`src/rtl/led_pwm_arbiter.sv`:
```
`default_nettype none
// ============================================================================
// Module  : led_pwm_arbiter
// Brief   : Round-robin RGB LED owner arbitration with glitch-free PWM.
// Revision: 1.0
// ============================================================================
module led_pwm_arbiter #(
  parameter int PWM_BITS    = 8,
  parameter int HOLD_CYCLES = 48000
) (
  input  logic                  clk,
  input  logic                  rst_n,
  input  logic [2:0]            req,
  input  logic [3*PWM_BITS-1:0] colour_0,
  input  logic [3*PWM_BITS-1:0] colour_1,
  input  logic [3*PWM_BITS-1:0] colour_2,
  output logic [2:0]            grant,
  output logic                  busy,
  output logic                  pwm_red,
  output logic                  pwm_green,
  output logic                  pwm_blue
);

  localparam int                  c_HOLD_W   = (HOLD_CYCLES > 1) ? $clog2(HOLD_CYCLES) : 1;
  localparam logic [c_HOLD_W-1:0] c_HOLD_MAX = c_HOLD_W'(HOLD_CYCLES - 1);
  localparam logic [PWM_BITS-1:0] c_CNT_MAX  = '1;

  localparam logic [0:0] c_IDLE = 1'b0;
  localparam logic [0:0] c_OWN  = 1'b1;

  logic [0:0]            r_state;
  logic [2:0]            r_grant;
  logic [1:0]            r_last_owner;
  logic [c_HOLD_W-1:0]   r_hold_cnt;
  logic [PWM_BITS-1:0]   r_pwm_cnt;
  logic [PWM_BITS-1:0]   r_duty_red;
  logic [PWM_BITS-1:0]   r_duty_green;
  logic [PWM_BITS-1:0]   r_duty_blue;
  logic                  r_pwm_red;
  logic                  r_pwm_green;
  logic                  r_pwm_blue;

  logic [1:0]            w_cand0;
  logic [1:0]            w_cand1;
  logic [1:0]            w_winner;
  logic [2:0]            w_winner_onehot;
  logic                  w_any_req;
  logic                  w_owner_req;
  logic                  w_other_req;
  logic                  w_hold_done;
  logic                  w_release;
  logic                  w_pwm_wrap;
  logic [3*PWM_BITS-1:0] w_colour;

  function automatic logic [1:0] f_next(input logic [1:0] idx);
    return (idx == 2'd2) ? 2'd0 : idx + 2'd1;
  endfunction

  // Search order: last+1, last+2, last (mod 3).
  always_comb begin
    w_cand0  = f_next(r_last_owner);
    w_cand1  = f_next(w_cand0);
    w_winner = r_last_owner;
    if (req[w_cand0]) begin
      w_winner = w_cand0;
    end else if (req[w_cand1]) begin
      w_winner = w_cand1;
    end
  end

  assign w_winner_onehot = 3'b001 << w_winner;
  assign w_any_req       = |req;
  assign w_owner_req     = req[r_last_owner];
  assign w_other_req     = |(req & ~r_grant);
  assign w_hold_done     = (r_hold_cnt == c_HOLD_MAX);
  assign w_release       = w_hold_done && (!w_owner_req || w_other_req);

  always_ff @(posedge clk or negedge rst_n) begin
    if (!rst_n) begin
      r_state      <= c_IDLE;
      r_grant      <= 3'b000;
      r_last_owner <= 2'd2;
      r_hold_cnt   <= '0;
    end else begin
      case (r_state)
        c_IDLE: begin
          if (w_any_req) begin
            r_state      <= c_OWN;
            r_grant      <= w_winner_onehot;
            r_last_owner <= w_winner;
            r_hold_cnt   <= '0;
          end
        end
        c_OWN: begin
          if (w_release) begin
            r_state <= c_IDLE;
            r_grant <= 3'b000;
          end else if (!w_hold_done) begin
            r_hold_cnt <= r_hold_cnt + c_HOLD_W'(1);
          end
        end
        default: begin
          r_state <= c_IDLE;
          r_grant <= 3'b000;
        end
      endcase
    end
  end

  // Pre-edge grant selects the colour, so a same-edge grant change is not seen.
  always_comb begin
    w_colour = '0;
    case (r_grant)
      3'b001:  w_colour = colour_0;
      3'b010:  w_colour = colour_1;
      3'b100:  w_colour = colour_2;
      default: w_colour = '0;
    endcase
  end

  assign w_pwm_wrap = (r_pwm_cnt == c_CNT_MAX);

  always_ff @(posedge clk or negedge rst_n) begin
    if (!rst_n) begin
      r_pwm_cnt    <= '0;
      r_duty_red   <= '0;
      r_duty_green <= '0;
      r_duty_blue  <= '0;
      r_pwm_red    <= 1'b0;
      r_pwm_green  <= 1'b0;
      r_pwm_blue   <= 1'b0;
    end else begin
      r_pwm_cnt   <= r_pwm_cnt + PWM_BITS'(1);
      r_pwm_red   <= (r_pwm_cnt < r_duty_red);
      r_pwm_green <= (r_pwm_cnt < r_duty_green);
      r_pwm_blue  <= (r_pwm_cnt < r_duty_blue);
      if (w_pwm_wrap) begin
        r_duty_red   <= w_colour[3*PWM_BITS-1:2*PWM_BITS];
        r_duty_green <= w_colour[2*PWM_BITS-1:PWM_BITS];
        r_duty_blue  <= w_colour[PWM_BITS-1:0];
      end
    end
  end

  assign grant     = r_grant;
  assign busy      = (r_state == c_OWN);
  assign pwm_red   = r_pwm_red;
  assign pwm_green = r_pwm_green;
  assign pwm_blue  = r_pwm_blue;

endmodule
`default_nettype wire

```
`config.mk`:
```
export PLATFORM = sky130hd
export DESIGN_NAME = led_pwm_arbiter
export DESIGN_NICKNAME = d
export VERILOG_FILES = /design/src/rtl/led_pwm_arbiter.sv
export SDC_FILE = /design/constraint.sdc
export NUM_CORES = 1
export LEC_CHECK = 0
export ABC_AREA = 1
export CORE_MARGIN = 1
export CORE_UTILIZATION = 24
export DETAILED_ROUTE_END_ITERATION = 16
export SLEW_MARGIN = 20
export SYNTH_ARGS = -nofsm -noshare
export SYNTH_HDL_FRONTEND = slang
export SYNTH_SLANG_ARGS = --single-unit
```
`constraint.sdc`:
```
create_clock -name clk -period 2.14 [get_ports clk]
set_clock_uncertainty 0.1 [all_clocks]
set_input_delay 0.428 -clock clk [delete_from_list [all_inputs] [get_ports clk]]
set_output_delay 0.428 -clock clk [all_outputs]
set_load 0.1 [all_outputs]
```
==> impl_metrics.ini <==
[routing]
vias = 3623
drc_errors = 0
drt-pass1-iter-count = 4
ant_nets = 0
drtIter0Drc = 205
wl_microns = 10810
wl_per_cell_microns = 13.62
via_per_inst = 4.563

[timing]
finalHoldViolCount = 7
tightest_slew_ns = 0.4673
slew_violations = 0
finalHoldWorstSlack_ns = -0.01008
finalCriticalPeriod_ns = 1.999
setup_viol = 0
slew_headroom_pct = 68.73
setup_tns_ns = 0
rsz0062_at_grt = false
fmax_ghz = 0.5003
min_period_over_period_pct = 93.40
finalWorstSetupSlack_ns = 0.1413

[power]
worst_ir_drop_vdd_mv = 0.3403
leakage_nw = 2.402
finalPower_mw = 4.528
powerDensity_mw_per_mm2 = 890.7

[synth]
yosysUniqueCellTypes = 28
syn-instance-count = 513
avgSynthCellArea_sq_um = 7.210
syn_area_sq_mm = 0.003699
synthTopCellsByArea = dfrtp_1, nand2_1, nand3_1
synth-seq-cells = 57
yosysWarningCount = 0
syn-num-nets = 613
seq_area_frac_synth_pct = 38.60
synth_top_area_share_pct = 37.89
synth_top_area_cell = dfrtp_1

[die]
dieArea_sq_mm = 0.01591
start_util_pct = 24.42
core_sq_mm = 0.01515
die_width_microns = 126.1
core.rowCount = 45
fp.dieH_microns = 126.1
io_pins = 84

[place]
place_ws_ns = 0.2136
dp.cells = 779
dpl-instance-area_sq_mm = 0.004820
dpl.hpwl_microns = 8098
portBuffers = 83
place_congestion = 0.9125

[critical_path]
worstPathRequired_ns = 1.61
crit_family = buffers and inverters
start_kind = register
critPathMaxStageDelay_ns = 0.56
crit_fanout = 22
path_cells = buf_4 > buf_12
path_buf_inv = 2
crit_slowest_cell = dfrtp_1
crit_path_end_kind = output port
critical_path_class = reg2out
arrival_ns = 1.47

[global_routing]
grt_pass1_vias = 3462
grt_max_degree = 58
grt_overflow = 0
grt_usage_pct = 14.15
grt_pass1_wl_microns = 17510
antenna_found_initial = 0

[clock_tree]
root_buffer = clkbuf_16
clk_pin_slew_ns = 0.05
cts_tree = built
clk_latency_ns = 0.33
htree_levels = 3
postCtsSetupBuffers = 0
post_cts_resized = 0
cts_hold_buf = 0
cts_buffers = 9
clock-sinks = 57
cts_buffer_depth = 2

[cells_and_area]
diodes = 0
layout-drive-gt1-share_pct = 7.426
fin_cells = 794
design_area_sq_mm = 0.005084
utilization_pct = 33.56
final_nets = 702
syn2layout_area_growth_pct = 37.45

[run_status]
violations = negative hold slack
status = finished with violations

[flow_run]
max_cap_viol_count = 0

[hold_path]
min_path_type = in2async
==> cell families (layout without fill, tap and decap cells) <==
group / after synthesis / in the layout / share of synthesized area (%)
flops: 57 / 57 / 38.60
simple gates: 292 / 292 / 34.68
fa+ha+maj: 23 / 23 / 7.781
compound gates: 66 / 66 / 9.337
buf+inv: 65 / 158 / 7.240
xor+xnor: 10 / 10 / 2.368
==> cell usage after synthesis <==
master    number
nand2_1      136
nand3_1       97
dfrtp_1       56
inv_1         45
nor2_1        37
o21ai_1       24
ha_1          23
a21oi_1       22
o21ai_0       13
nand4_1       11
buf_2         10
xor2_1         6
nor2_2         4
xnor2_1        4
clkbuf_1       3
inv_2          3
nor3_1         3
a21boi_0       2
buf_1          2
nand2_2        2
o211ai_1       2
o22ai_1        2
buf_4          1
buf_6          1
dfstp_2        1
nand3_2        1
nor3_4         1
o21bai_1       1
==> worst paths after layout <==
kind / endpoint / start / slack (ns) / depth (start not counted)
worst max-delay path: grant[2] / grant[2]$_DFFE_PN0P_ / 0.14 / 2
worst min-delay path: pwm_green$_DFF_PN0_ / rst_n / -0.01 / 2
worst max register to register: r_hold_cnt[3]$_DFFE_PN0P_ / r_hold_cnt[0]$_DFFE_PN0P_ / 0.34 / 9
worst min register to register: r_duty_green[0]$_DFFE_PN0N_ / r_duty_green[0]$_DFFE_PN0N_ / 0.39 / 2
max in group asynchronous: r_last_owner[1]$_DFFE_PN1P_ / rst_n / 1.64 / 2
min in group clk: r_duty_green[0]$_DFFE_PN0N_ / r_duty_green[0]$_DFFE_PN0N_ / 0.39 / 2
==> cell type report <==
class                      count  area [sq um]
tap                          188         235.2
fill                        1575         10060
inverter                      48         180.2
sequential                    57          1428
clock buffer                  12         246.5
timing repair buffer          95         973.4
clock inverter                 3         17.52
multi-input combinational    391          2003
==> sequential cells by signal (all words and copies together), names as in the netlist <==
register      flops
r_pwm_cnt         8
r_duty_green      8
pwm_blue          1
r_hold_cnt       16
grant             3
r_duty_red        8
pwm_green         1
busy              1
r_duty_blue       8
r_last_owner      2
pwm_red           1
==> where the power goes <==
part | switching, mW | internal, mW
Combinational | 1.18 | 0.663
Sequential | 0.203 | 1.20
Clock | 0.475 | 0.802
Total | 1.86 | 2.67
==> cells in the final DEF (no fill, tap or decap) <==
cell type / instances
a21boi_0: 2
a21oi_1: 22
buf_12: 6
buf_2: 1
buf_4: 13
clkbuf_1: 2
clkbuf_16: 9
clkbuf_8: 1
clkdlybuf4s50_1: 75
clkinv_2: 2
clkinvlp_4: 1
dfrtp_1: 56
dfstp_2: 1
ha_1: 23
inv_1: 45
inv_2: 3
nand2_1: 136
nand2_2: 2
nand3_1: 97
nand3_2: 1
nand4_1: 11
nor2_1: 37
nor2_2: 4
nor3_1: 3
nor3_4: 1
o211ai_1: 2
o21ai_0: 13
o21ai_1: 24
o21bai_1: 1
o22ai_1: 2
xnor2_1: 4
xor2_1: 6
==> routing by layer <==
layer | share of wire, % | up-vias | track usage (%) | wire [microns]
met4 | 1.5 | 0 | 4.607 | 162
met1 | 47 | 1604 | 18.48 | 5109
li1 | - | 1887 | - | -
met3 | 6.8 | 17 | 3.908 | 737
met5 | 0 | - | 0 | 0
met2 | 44 | 115 | 22.52 | 4803
==> worst reg2reg max path, cell delays in order (launching register included) <==
cell	delay, ns
dfrtp_1	0.41
ha_1	0.28
nand2_1	0.09
nor2_2	0.05
nand3_1	0.07
nor2_1	0.06
nor2_1	0.37
nand2_1	0.10
nand3_1	0.09
nand2_1	0.06
(Power assumes the default switching activity.)
